File: config.mk
export PLATFORM = sky130hd
export DESIGN_NAME = arb_push_stage
export DESIGN_NICKNAME = d
export VERILOG_FILES = /design/src/rtl/arb_pkg.sv /design/src/rtl/rr_pick.sv /design/src/rtl/arb_push_stage.sv
export SDC_FILE = /design/constraint.sdc
export NUM_CORES = 1
export LEC_CHECK = 0
export CAP_MARGIN = 25
export CORE_AREA = 2 2 45 78
export CTS_CLUSTER_DIAMETER = 200
export CTS_CLUSTER_SIZE = 16
export DETAILED_ROUTE_END_ITERATION = 16
export DIE_AREA = 0 0 47 80
export GPL_TIMING_DRIVEN = 0
export PLACE_DENSITY = 0.81
export RECOVER_POWER = 25
export SETUP_SLACK_MARGIN = 0.3
export SLEW_MARGIN = 25
export SYNTH_ARGS = -nofsm -noshare
export SYNTH_HDL_FRONTEND = slang
export SYNTH_HIERARCHICAL = 1
export SYNTH_SLANG_ARGS = --single-unit
File: constraint.sdc
create_clock -name clk -period 5.4 [get_ports clk]
set_clock_uncertainty 0.2 [all_clocks]
set_input_delay 0.54 -clock clk [delete_from_list [all_inputs] [get_ports clk]]
set_output_delay 0.54 -clock clk [all_outputs]
set_load 0.02 [all_outputs]
File: src/rtl/arb_pkg.sv
// Shared sizes and index/vector types for the round-robin push stage.
package arb_pkg;

    localparam int unsigned FIFO_DWIDTH = 8;
    localparam int unsigned ARB_QWID    = 2;
    localparam int unsigned ARB_NREQ    = 1 << ARB_QWID;

    typedef logic [ARB_QWID-1:0] arb_idx_t;
    typedef logic [ARB_NREQ-1:0] arb_vec_t;

endpackage

File: src/rtl/rr_pick.sv
// Combinational rotating-priority picker: rotate by ptr, find first, rotate back.
module rr_pick
    import arb_pkg::*;
#(
    parameter int unsigned QWID = ARB_QWID,
    parameter int unsigned NREQ = 1 << QWID
) (
    input  logic [NREQ-1:0] req,
    input  logic [QWID-1:0] ptr,
    output logic [NREQ-1:0] sel,
    output logic [QWID-1:0] sel_idx,
    output logic            any
);

    logic [NREQ-1:0] w_rot;
    logic [NREQ-1:0] w_rot_sel;
    logic [QWID-1:0] w_first;

    // Rotate so that position 0 corresponds to the current highest-priority requester.
    always_comb begin
        w_rot = '0;
        for (int i = 0; i < NREQ; i++) begin
            w_rot[i] = req[QWID'(QWID'(i) + ptr)];
        end
    end

    // Fixed-priority find-first on the rotated vector (lowest index wins).
    always_comb begin
        w_first = '0;
        for (int i = NREQ - 1; i >= 0; i--) begin
            if (w_rot[i]) begin
                w_first = QWID'(i);
            end
        end
    end

    assign any = |w_rot;

    always_comb begin
        w_rot_sel = '0;
        if (any) begin
            w_rot_sel[w_first] = 1'b1;
        end
    end

    // Rotate the one-hot back into requester numbering.
    always_comb begin
        sel = '0;
        for (int i = 0; i < NREQ; i++) begin
            sel[QWID'(QWID'(i) + ptr)] = w_rot_sel[i];
        end
    end

    assign sel_idx = QWID'(w_first + ptr);

endmodule

File: src/rtl/arb_push_stage.sv
// Round-robin arbiter feeding a one-entry output register that pushes into a downstream fifo.
module arb_push_stage
    import arb_pkg::*;
#(
    parameter int unsigned WIDTH = FIFO_DWIDTH,
    parameter int unsigned QWID  = ARB_QWID,
    parameter int unsigned NREQ  = 1 << QWID
) (
    input  logic                  clk,
    input  logic                  rst,
    input  logic [NREQ-1:0]       req,
    input  logic [NREQ*WIDTH-1:0] data_in,
    output logic [NREQ-1:0]       grant,
    input  logic                  full,
    output logic                  push,
    output logic [WIDTH-1:0]      data_out,
    output logic [QWID-1:0]       grant_idx,
    output logic                  out_vld
);

    logic [QWID-1:0]  r_ptr;
    logic [QWID-1:0]  r_idx;
    logic [WIDTH-1:0] r_data;
    logic             r_out_vld;

    logic [NREQ-1:0]  w_sel;
    logic [QWID-1:0]  w_sel_idx;
    logic             w_any;
    logic             w_push;
    logic             w_load;
    logic             w_take;
    logic [WIDTH-1:0] w_word;

    rr_pick #(
        .QWID (QWID),
        .NREQ (NREQ)
    ) u_pick (
        .req     (req),
        .ptr     (r_ptr),
        .sel     (w_sel),
        .sel_idx (w_sel_idx),
        .any     (w_any)
    );

    assign w_push = r_out_vld && !full;
    assign w_load = !r_out_vld || w_push;
    // Reset gating keeps grant low for the whole time rst is held, not just after the edge.
    assign w_take = w_load && w_any && !rst;

    // Winner's word; selected by index so grant never depends on data_in.
    always_comb begin
        w_word = '0;
        for (int i = 0; i < NREQ; i++) begin
            if (w_sel_idx == QWID'(i)) begin
                w_word = data_in[i*WIDTH +: WIDTH];
            end
        end
    end

    always_ff @(posedge clk or posedge rst) begin
        if (rst) begin
            r_ptr     <= '0;
            r_idx     <= '0;
            r_data    <= '0;
            r_out_vld <= 1'b0;
        end else if (w_take) begin
            r_ptr     <= QWID'(w_sel_idx + QWID'(1));
            r_idx     <= w_sel_idx;
            r_data    <= w_word;
            r_out_vld <= 1'b1;
        end else if (w_push) begin
            r_out_vld <= 1'b0;
        end
    end

    assign grant     = w_take ? w_sel : '0;
    assign push      = w_push;
    assign data_out  = r_data;
    assign grant_idx = r_idx;
    assign out_vld   = r_out_vld;

`ifdef FORMAL
    a_no_push_full: assert property (@(posedge clk) disable iff (rst) !(push && full));
    a_grant_onehot: assert property (@(posedge clk) disable iff (rst) $onehot0(grant));
    a_grant_subset: assert property (@(posedge clk) disable iff (rst) (grant & ~req) == '0);
`endif

endmodule

==> results by group <==
Hold path
  • Hold EP: data_out[3]
  • Hold Path Cell Cnt: 2
  • Worst hold path startpoint: data_out[3]
  • Worst Hold Class: flop to flop

Global route
  • Total Routing Usage GR: 19.9%
  • Total global routing overflow: 0
  • Vias in the first global route: 1,294
  • First-pass GRT wire length: around 5700 µm
  • Largest net degree at the start of global routing: 14
  • Initial antenna violation count: 0

Placement
  • Port Buffers: 54
  • Gpl congestion: slightly above 0.8
  • DPL Wire Length: 2920 µm
  • Place WS: between 1000 and 1500 ps
  • Area post-placement: slightly below 2000 µm²
  • Placed insts: approximately 240

Floorplanning
  • Die extent in y: 80 µm
  • Core area: 3110 µm²
  • Row cnt: 27
  • Initial core utilization: 44.1%
  • IO Count: 55
  • Die area: 3760 µm²
  • Die W: around 47 µm

Finish
  • NumNets Final: roughly 250
  • Post-route cell area: 2010 µm²
  • Non-Filler Instances: approximately 240
  • Diodes inserted: 0
  • Layout cells sized above 1: between 10% and 20%
  • Area Growth Syn to Fin: 46.7%

Routing
  • Remaining antenna violation count after routing: 0
  • DRC viols: 0
  • Total number of vias: roughly 1,400
  • Detailed Route Iter0 Violations: 40
  • WL final: approximately 3600 µm
  • Vias per inst: roughly 5.7
  • Drt pass-1 iters: 4
  • Wirelength per Cell: between 15 and 20 µm

Critical path
  • Worst r2r src: r_ptr[0]
  • Worst endpoint required time: approximately 4700 ps
  • Startpoint Class: flop
  • Worst Reg-to-Reg Cells: 12
  • CP max FO: 10
  • Worst R2R Setup Slack: roughly 1500 ps
  • RR Endpoint: data_out[0]
  • Capturing element type of the critical path: output port
  • Critical path data arrival time: between 3000 and 4000 ps
  • CP Class: flop to output port

Timing
  • Hold Vio Cnt, Final: 0
  • Worst setup margin: roughly 1200 ps
  • Crit path time final: around 4200 ps
  • Fin. max-slew vios: 0
  • Fmax: 239 MHz
  • Final worst path period share: between 70% and 80%
  • Slew headroom: between 60% and 70%
  • Worst-margin pin slew: 534 ps
  • Fin Setup TNS: 0 ps
  • # setup viols final: 0
  • RSZ-0062 raised after global routing: false

Logic synthesis
  • Syn nets: 187
  • Synth warn: 6
  • Adder-cell share of the synthesized area: 9.13%
  • Synth Area in Simple Gates: 24.5%
  • XOR/XNOR Fraction of Synth Area: 1.28%
  • Number of synthesized register bits: 13
  • Yosys cell types: 38
  • Post-Syn Area: around 1400 µm²
  • Ys flop type: dfrtp_1
  • Sequential share of the synthesized area: 23.7%
  • Cells after synthesis: roughly 140
  • Mean Syn Cell Area: 9.93 µm²
  • Synth Area in Compound Gates: about 28%
  • Mux contribution to synthesized area: 7.95%
  • Async set-or-reset flop fraction in the synthesized netlist: 100%
  • Post-synth EDFFs: 0
  • Main combinational cell family by area after synthesis: compound AO/OA/AOI/OAI gates

Clock network
  • Clk Latency, worst-skew pair: about 240 ps
  • Hold buffer count at CTS: 0
  • Inserted Clock Buffers: 3
  • H-tree levels: 1
  • Root Buffer: clkbuf_8
  • Post_cts resized: 0
  • # Post-CTS Setup Buffers: 0
  • Clk slew on worst S/H paths: around 50 ps
  • CTS sink cnt: 13
  • CTS tree: done
  • Clock buffer depth: 2

Pwr
  • PD cells: ~700 nW/µm²
  • VDD IR max: between 0.0004 and 0.0005 V
  • Leakage: around 0.84 nW

Outcome
  • Run status: finished, final reports clean

Flow run
  • Max-cap viol count: 0
synth_stat cells (2+ instances only):
master	instances	share of area [%]
nor2_1	3	0.82
xnor2_1	2	1.3
o21ai_0	10	3.7
nor2b_1	12	5.5
mux4_1	2	3.8
nor3b_1	3	1.6
mux4_2	2	3.3
clkbuf_1	3	0.82
nand3b_1	3	1.6
buf_6	3	2.5
and2_1	4	1.8
o21ai_1	3	1.1
or3b_1	2	1.3
ha_1	10	9.1
a2111oi_0	4	2.6
and3b_1	10	6.4
o31ai_1	7	3.8
dfrtp_1	13	24
a211oi_1	11	6.0
inv_1	7	1.9
a21o_2	7	4.5
metal layers:
layer	vias up	share of wire (%)	track usage (%)
li1	651	-	-
met1	647	39	23.4
met2	49	54	33.8
met3	11	3.7	2.26
met4	0	3.2	9.44
met5	-	0	0
power breakdown:
group / total, mW / leakage (nW) / switching [mW] / internal, mW
Sequential: 0.181 / 0.160 / 0.0369 / 0.145
Combinational: 1.13 / 0.653 / 0.578 / 0.557
Clock: 0.0861 / 0.0228 / 0.0340 / 0.0521
through the flow:
| step | util (%) | power [mW] | hold slack [ps] |
|---|---|---|---|
| 6_report | 64.7 | 1.40 | 304 |
| 5_1_grt | 64.7 | 1.52 | 341 |
| 4_1_cts | 64.7 | 1.40 | 309 |
| 3_5_place_dp | 63.2 | 1.31 | 297 |
| 3_3_place_gp | 63.2 | 1.27 | 291 |
| 2_1_floorplan | - | 1.01 | 217 |
logic make-up after synthesis:
| kind of cell | after synthesis |
|---|---|
| xor+xnor | 2 |
| mux | 5 |
| fa+ha+maj | 10 |
| buf+inv | 13 |
| flops | 13 |
| compound gates | 51 |
| simple gates | 44 |
layout make-up:
type	count	area (µm²)
Buffer	6	45.0
Clock buffer	4	45.0
Fill cell	277	1100
Inverter	7	26.3
Multi-Input combinational cell	112	973
Sequential cell	13	325
Tap cell	43	53.8
Timing Repair Buffer	54	541
sequential cells by signal (all words and copies together), names as in the netlist:
signal / flops
r_ptr: 2
data_out: 8
grant_idx: 2
out_vld: 1
layout by cell type, fill, tap and decap left out, types with 2 or more instances in the layout:
cell type,count
clkdlybuf4s50_1,53
dfrtp_1,13
nor2b_1,12
a211oi_1,11
and3b_1,10
o21ai_0,10
ha_1,10
a21o_2,7
o31ai_1,7
inv_1,7
clkbuf_1,4
and2_1,4
a2111oi_0,4
buf_6,3
o21ai_1,3
nor2_1,3
nand3b_1,3
clkbuf_8,3
nor3b_1,3
mux4_2,2
mux4_1,2
or3b_1,2
xnor2_1,2
worst max-delay path, cell delays in order, from the launching register on:
cell             delay, ps
dfrtp_1                490
buf_6                  190
inv_1                  100
ha_1                   370
mux4_1                 600
or4_1                  540
nand2b_4               120
nor2_1                  90
and2_1                 160
clkdlybuf4s50_1        530
worst max path at each step:
stage              from           to  slack (ps)
4_1_cts        r_ptr[0]     grant[1]        1210
6_report       r_ptr[0]     grant[1]        1220
3_5_place_dp     req[3]     grant[1]        1450
2_1_floorplan  r_ptr[0]  data_out[0]        2000
3_3_place_gp   r_ptr[0]     grant[1]        1560
5_1_grt        r_ptr[0]     grant[1]        1100
No activity file was read; power rests on OpenSTA's default activity.
